$ cat src/rtl/if_prefetch.sv
`default_nettype none
// ============================================================================
// Module   : if_prefetch
// Function : Instruction fetch with a prefetch buffer, branch redirect and
//            squashing of an outstanding request.
// Revision : 1.0  initial release
// ============================================================================
module if_prefetch #(
    parameter int                DATA_W     = 32,
    parameter int                ADDR_W     = 10,
    parameter int                FIFO_DEPTH = 4,
    parameter logic [DATA_W-1:0] RESET_PC   = '0
) (
    input  logic                          clk,
    input  logic                          rst,
    input  logic                          freez,
    input  logic                          pause,
    input  logic                          br_taken,
    input  logic [DATA_W-1:0]             br_addr,
    output logic                          imem_req,
    output logic [ADDR_W-1:0]             imem_addr,
    input  logic                          imem_ack,
    input  logic [DATA_W-1:0]             imem_rdata,
    output logic [DATA_W-1:0]             pc_out,
    output logic [DATA_W-1:0]             instr_out,
    output logic                          instr_valid,
    output logic [$clog2(FIFO_DEPTH):0]   fifo_count
);

    localparam int               c_PTR_W      = $clog2(FIFO_DEPTH);
    localparam logic [c_PTR_W:0] c_FULL       = (c_PTR_W+1)'(FIFO_DEPTH);
    localparam logic [0:0]       c_ST_FETCH   = 1'b0;
    localparam logic [0:0]       c_ST_DISCARD = 1'b1;

    logic [0:0]         r_state;
    logic [DATA_W-1:0]  r_fetch_pc;
    logic [ADDR_W-1:0]  r_hold_addr;
    logic [c_PTR_W-1:0] r_wr_ptr;
    logic [c_PTR_W-1:0] r_rd_ptr;
    logic [c_PTR_W:0]   r_count;
    logic [DATA_W-1:0]  r_pc_mem    [FIFO_DEPTH];
    logic [DATA_W-1:0]  r_instr_mem [FIFO_DEPTH];

    logic               w_discard;
    logic               w_req;
    logic               w_ack;
    logic               w_push;
    logic               w_upd;
    logic               w_pop;
    logic [ADDR_W-1:0]  w_fetch_addr;

    // The request only rises while there is room, and the count cannot grow
    // without an ack, so req/addr stay stable until the ack arrives.
    assign w_discard    = (r_state == c_ST_DISCARD);
    assign w_fetch_addr = r_fetch_pc[ADDR_W+1:2];
    assign w_req        = ~rst & (w_discard | (r_count < c_FULL));
    assign w_ack        = imem_ack & w_req;
    assign w_push       = w_ack & ~w_discard & ~br_taken;
    assign w_upd        = ~freez & ~pause & ~br_taken;
    assign w_pop        = w_upd & (r_count != '0);

    assign imem_req     = w_req;
    assign imem_addr    = w_discard ? r_hold_addr : w_fetch_addr;
    assign fifo_count   = r_count;

    always_ff @(posedge clk or posedge rst) begin
        if (rst) begin
            r_state     <= c_ST_FETCH;
            r_fetch_pc  <= RESET_PC;
            r_hold_addr <= '0;
        end else begin
            if (br_taken) begin
                r_fetch_pc <= br_addr;
            end else if (w_push) begin
                r_fetch_pc <= r_fetch_pc + DATA_W'(4);
            end

            // A redirect that catches a request in flight must keep driving
            // the old address until the memory answers, then drop that data.
            if (w_discard) begin
                if (imem_ack) begin
                    r_state <= c_ST_FETCH;
                end
            end else if (br_taken && w_req && !imem_ack) begin
                r_state     <= c_ST_DISCARD;
                r_hold_addr <= w_fetch_addr;
            end
        end
    end

    always_ff @(posedge clk or posedge rst) begin
        if (rst) begin
            r_wr_ptr <= '0;
            r_rd_ptr <= '0;
            r_count  <= '0;
        end else if (br_taken) begin
            r_wr_ptr <= '0;
            r_rd_ptr <= '0;
            r_count  <= '0;
        end else begin
            if (w_push) begin
                r_wr_ptr <= r_wr_ptr + c_PTR_W'(1);
            end
            if (w_pop) begin
                r_rd_ptr <= r_rd_ptr + c_PTR_W'(1);
            end
            if (w_push && !w_pop) begin
                r_count <= r_count + (c_PTR_W+1)'(1);
            end else if (w_pop && !w_push) begin
                r_count <= r_count - (c_PTR_W+1)'(1);
            end
        end
    end

    always_ff @(posedge clk) begin
        if (w_push) begin
            r_pc_mem[r_wr_ptr]    <= r_fetch_pc;
            r_instr_mem[r_wr_ptr] <= imem_rdata;
        end
    end

    always_ff @(posedge clk or posedge rst) begin
        if (rst) begin
            pc_out      <= '0;
            instr_out   <= '0;
            instr_valid <= 1'b0;
        end else if (br_taken) begin
            instr_out   <= '0;
            instr_valid <= 1'b0;
        end else if (w_upd) begin
            if (w_pop) begin
                pc_out      <= r_pc_mem[r_rd_ptr] + DATA_W'(4);
                instr_out   <= r_instr_mem[r_rd_ptr];
                instr_valid <= 1'b1;
            end else begin
                instr_out   <= '0;
                instr_valid <= 1'b0;
            end
        end
    end

endmodule
`default_nettype wire

$ cat config.mk
export PLATFORM = sky130hd
export DESIGN_NAME = if_prefetch
export DESIGN_NICKNAME = d
export VERILOG_FILES = /design/src/rtl/if_prefetch.sv
export SDC_FILE = /design/constraint.sdc
export NUM_CORES = 1
export LEC_CHECK = 0
export CORE_MARGIN = 2
export CORE_UTILIZATION = 61
export DETAILED_ROUTE_END_ITERATION = 16
export GPL_ROUTABILITY_DRIVEN = 1
export GPL_TIMING_DRIVEN = 0
export HOLD_SLACK_MARGIN = 0.03
export PLACE_DENSITY = 0.85
export SLEW_MARGIN = 15
export SYNTH_ARGS = -nofsm -noshare
export SYNTH_HDL_FRONTEND = slang
export SYNTH_SLANG_ARGS = --single-unit
export TNS_END_PERCENT = 20
$ cat constraint.sdc
create_clock -name clk -period 5.1 [get_ports clk]
set_input_delay 0.51 -clock clk [delete_from_list [all_inputs] [get_ports clk]]
set_output_delay 0.51 -clock clk [all_outputs]
set_load 0.01 [all_outputs]
Word-level counts from Yosys, hierarchy flattened
Memory sizes are Yosys's and may differ from the RTL's.
Cells that the tools add are included.
Word-level totals
  register bits after elaboration: 115
  bits in writable memories: 256
  input bits: 70
  output and inout bits: 79
  logic and storage cells: 66
  memories: 2
Memory list
  r_instr_mem: words 4, width 32, rd ports 1, clocked after Yosys merged registers in 0, wr ports 1, RTL line 42  | logic [DATA_W-1:0] r_instr_mem [FIFO_DEPTH];
  r_pc_mem: words 4, width 32, rd ports 1, clocked after Yosys merged registers in 0, wr ports 1, RTL line 41  | logic [DATA_W-1:0] r_pc_mem [FIFO_DEPTH];
Operators by class
  add/subtract/negate cells: 6
  magnitude comparators: 1
  mux-type cells: 21
  bitwise logic cells: 13
  reduce and logical (&&, ||, !) cells: 14
Operators with widths (count)
  two-way mux 32 bit: 5
  adder 32 x 3 -> 32 bit (second input constant): 2
  two-way mux 10 bit: 1
  two-way mux 3 bit: 3
  two-way mux 1 bit: 8
  two-way mux 2 bit: 4
  AND 1 bit: 7
  nonzero test 2 bit: 3
  nonzero test 3 bit: 2
  inverter 1 bit: 5
  adder 2 x 1 -> 2 bit (second input constant): 2
  logical AND 1 bit: 4
  adder 3 x 1 -> 3 bit (second input constant): 1
  logical NOT 1 bit: 3
  < comparator 3 bit (second input constant): 1
  AND reduction 3 bit: 1
  subtractor 3 x 1 -> 3 bit (second input constant): 1
  AND reduction 2 bit: 1
  OR 1 bit: 1

Longest topological paths before layout
  depth in word-level cells: 11
  mapped depth: 9
  depth with buffers taken out: 8

Worst setup path before layout
No wires, ideal clock.
  path kind: reg2reg
  start: register r_count[2], in the netlist fifo_count[2]
  end: memory r_instr_mem[0][0] (enable)
  setup time: 0.429 ns
  arrival: 3.066 ns
  data required time: 4.671 ns
  path slack: 1.605 ns
  stages on the path, launching flop included: 5
  path buffers: 1
  clock period less this slack: 3.495 ns
  path through: dfrtp_1 nor4b_4 clkbuf_1 nor2b_1 and2_1
On the way
  longest elaborated chain between the ends: 8
Ends and longest elaborated chain
  from (decl): RTL line 40  | logic [c_PTR_W:0] r_count;
  from (signal assigned): RTL line 108  | r_count <= r_count + (c_PTR_W+1)'(1);
  from (signal assigned): RTL line 110  | r_count <= r_count - (c_PTR_W+1)'(1);
  < comparator 3 bit: RTL line 56  | assign w_req = ~rst & (w_discard | (r_count < c_FULL));
  OR 1 bit: RTL line 56
  AND 1 bit: RTL line 56
  AND 1 bit: RTL line 57  | assign w_ack = imem_ack & w_req;
  AND 1 bit (2 in series): RTL line 58  | assign w_push = w_ack & ~w_discard & ~br_taken;
  two-way mux 1 bit: RTL line 116  | if (w_push) begin
  two-way mux 1 bit (implied by the code): RTL line 118  | r_instr_mem[r_wr_ptr] <= imem_rdata;
  to (decl): RTL line 42
No other way between the ends.

Worst setup path in the final report
  start: input port rst
  end: memory r_instr_mem[0][25] (enable)
On the way
  longest elaborated chain between the ends: 7
Ends and longest elaborated chain
  from (decl): RTL line 15  | input logic rst,
  inverter 1 bit: RTL line 56
  AND 1 bit: RTL line 56
  AND 1 bit: RTL line 57
  AND 1 bit (2 in series): RTL line 58
  two-way mux 1 bit: RTL line 116
  two-way mux 1 bit (implied by the code): RTL line 118
No other way between the ends.

==> flow_summary_export.csv <==
group,metric,value,unit
outcome,status,"finished clean",
placement,gp_congestion,0.8314,
clock_network,cts_tree,"built",
clock_network,clockRootBuffer,"clkbuf_16",
synthesis,ys_seq_area_share,71.67,%
synthesis,syn_area,14740,um2
global_routing,grt_max_degree,73,
drt,wl_per_cell,21.86,um
setup_path,r2r-start,"fifo_count[2]",
cells_and_area,area_growth,21.93,%
sta,period_minus_slack,3.089,ns
clock_network,numCtsBuffers,38,
sta,report.final.slew_viol_count,0,
sta,fin_crit_sh,60.57,%
setup_path,crit_required,5.30,ns
run,maxCapViolations,0,
floorplanning,io_pins,149,
drt,dr_wl_met2,15.97,mm
floorplanning,die_h,159.5,um
clock_network,cts_resized,0,
power_and_ir_drop,powerDensity,408.0,nW/um2
power_and_ir_drop,ir_drop,271.9,uV
global_routing,grt_remaining_overflow,0,
setup_path,worstSetupStartpoint,"rst",
setup_path,worstReg2RegEnd,"r_instr_mem[0][25]",
drt,drcViolationCount,0,
global_routing,grt_pass1_vias,8745,
power_and_ir_drop,pwr-share-comb,13.6,%
drt,first_pass_iters,6,
sta,setup_viol,0,
clock_network,clock_path_buffers,3,
power_and_ir_drop,p_clk_share,36.9,%
global_routing,grt.total_usage,24.59,%
drt,vias_per_cell,5.873,
floorplanning,core_area,23610,um2
synthesis,yosys_warnings,0,
synthesis,syn_inst,866,
setup_path,cp.arrival,3.29,ns
cells_and_area,drive_above_1_share,15.65,%
global_routing,antenna_found_initial,1,
drt,drt_iter0_markers,494,
floorplanning,dieArea,25430,um2
sta,max_freq,0.3237,GHz
power_and_ir_drop,seqPwrFrac,49.5,%
global_routing,grt_pass1_wl,47.96,mm
setup_path,cp-endpoint,"r_instr_mem[0][25]",
floorplanning,die_x,159.5,um
clock_network,clkLatencyLatePin,0.53,ns
placement,numPortBuffers,147,
power_and_ir_drop,swShare,23.16,%
hold_path,min_path_type,"flip-flop to flip-flop",
synthesis,ys_seq_elements,371,
sta,rsz0062_at_grt,"false",
drt,drt-total-wl,30.74,mm
cells_and_area,final_common_cell,"edfxtp_1",
clock_network,htreeDepth,2,
cells_and_area,fin_nets,1135,
power_and_ir_drop,switchingPower,0.001698,W
setup_path,worst-setup-path-type,"input pin to flip-flop",
floorplanning,core.rowCount,56,
sta,fin_ws,2.011,ns
drt,vias,8258,
cells_and_area,fillers,1360,
setup_path,crit_path_end_kind,"flip-flop",
sta,finClkSkew,0.01276,ns
sta,worst_slew_pin_slew,0.8582,ns
drt,highest_layer,"met4",
synthesis,avgSynthCellArea,17.02,um2
placement,dpl.hpwl,19.13,mm
clock_network,hold_buffers,0,
placement,dp_slack,1.453,ns
drt,m1WireLength,12.16,mm
cells_and_area,mostFrequentLayoutCells,"edfxtp_1 (256), clkdlybuf4s50_1 (147), dfrtp_1 (115), mux4_2 (60), nor2_1 (53)",
sta,max-slew-margin-rel,42.78,%
sta,finalHoldViolations,0,
clock_network,cts.clk_slew.worst_paths,0.06,ns
setup_path,start_kind,"input pin",
drt,antenna_left,0,
clock_network,clock-sinks,371,
setup_path,path_max_fanout,39,
setup_path,worstRegToRegCells,5,
floorplanning,start_util,62.43,%
clock_network,postCtsSetupBuffers,0,
cells_and_area,fin_util,76.12,%
power_and_ir_drop,total_power,0.007334,W
synthesis,synth_cell_types,46,
setup_path,reg2reg_slack,2.05,ns
drt,dr_wl_met3,1.581,mm
power_and_ir_drop,internal_power,0.005636,W
synthesis,synth_fp_nets,943,
power_and_ir_drop,p_leak,6.257,nW
==> cells in the mapped netlist (all sizes together) <==
cell / n / area, um2
a21o: 1 / 7.510
a21oi: 34 / 170.2
a22o: 32 / 280.3
and2: 5 / 31.28
and3: 6 / 37.54
and4: 5 / 43.79
buf: 17 / 101.3
clkbuf: 26 / 97.59
dfrtp: 115 / 2878
edfxtp: 256 / 7687
fa: 1 / 20.02
ha: 6 / 75.07
inv: 13 / 48.80
mux2: 26 / 292.8
mux2i: 2 / 20.02
mux4: 64 / 1456
nand2: 51 / 191.4
nand2b: 1 / 6.260
nand3: 16 / 85.08
nand3b: 1 / 7.510
nand4: 13 / 87.58
nor2: 53 / 198.9
nor2b: 3 / 18.77
nor3: 15 / 75.07
nor3b: 2 / 20.02
nor4: 4 / 46.29
nor4b: 2 / 38.78
o21ai: 30 / 150.1
o21bai: 1 / 7.510
o22ai: 1 / 6.260
or3: 2 / 12.51
or3b: 1 / 8.760
or4: 1 / 7.510
xnor2: 38 / 332.8
xor2: 22 / 192.7
==> worst min-delay path by stage <==
stage	from	end	slack, ns	depth (start not counted)
floorplan	r_fetch_pc[0]	r_pc_mem[0][0]	0.47	0
global placement	instr_valid	instr_valid	0.46	1
detailed placement	instr_valid	instr_valid	0.47	1
CTS	instr_valid	instr_valid	0.48	1
global route	r_hold_addr[4]	r_hold_addr[4]	0.52	1
finish	instr_valid	instr_valid	0.47	1
==> power by group through the flow <==
stage	Combinational [W]	Sequential, W	Clock (W)
finish	0.000997	0.00363	0.00271
detailed placement	0.000995	0.00368	0
global route	0.00107	0.00366	0.00286
global placement	0.000963	0.00367	0
floorplan	0.000425	0.00372	0
CTS	0.00101	0.00363	0.00274
==> metal layers <==
| layer | global-route usage, % | vias to the layer above |
|---|---|---|
| li1 | - | 3700 |
| met1 | 32.34 | 4163 |
| met2 | 41.98 | 322 |
| met3 | 3.100 | 73 |
| met4 | 10.70 | 0 |
| met5 | 0 | - |
==> final cells by class <==
class	instances	area (um2)	share of cell area (%)
sequential	371	10570	58.78
multi-input combinational	439	3939	21.91
timing repair buffer	152	1594	8.868
clock buffer	56	1069	5.945
tap	319	399.1	2.221
buffer	43	198.9	1.107
clock inverter	12	153.9	0.8562
inverter	13	53.80	0.2993
antenna	1	2.502	0.01392
==> cell families after synthesis <==
| logic type | synth area share [%] |
|---|---|
| and+or+nand+nor | 6.221 |
| buffers and inverters | 1.680 |
| muxes | 12.00 |
| adders and majority gates | 0.6450 |
| xor gates and xnor gates | 3.565 |
| DFF | 71.67 |
| AOI/OAI and AO/OA | 4.218 |
==> critical path: stages <==
cell and delay [ns]:
clkdlybuf4s50_1 0.54, nor4b_4 0.58, clkbuf_1 0.43, nor2b_1 0.37, and2_4 0.52, buf_16 0.31
==> stage by stage <==
step,setup TNS (ns),cell area (um2),std cells,hold slack [ns]
2_1_floorplan,0,14740,866,0.4724
3_3_place_gp,-118.08,16610,1332,0.4621
3_5_place_dp,0,16750,1337,0.4673
4_1_cts,0,17970,1405,0.4796
5_1_grt,0,17970,1406,0.5169
6_report,0,17970,1406,0.4721
==> flip-flops by register name, indices dropped and copies added (netlist names) <==
name / cells
r_instr_mem: 128
r_pc_mem: 128
instr_out: 32
pc_out: 32
r_fetch_pc: 32
r_hold_addr: 10
fifo_count: 3
r_rd_ptr: 2
r_wr_ptr: 2
instr_valid: 1
r_state: 1
No activity file was read; power rests on OpenSTA's default activity.
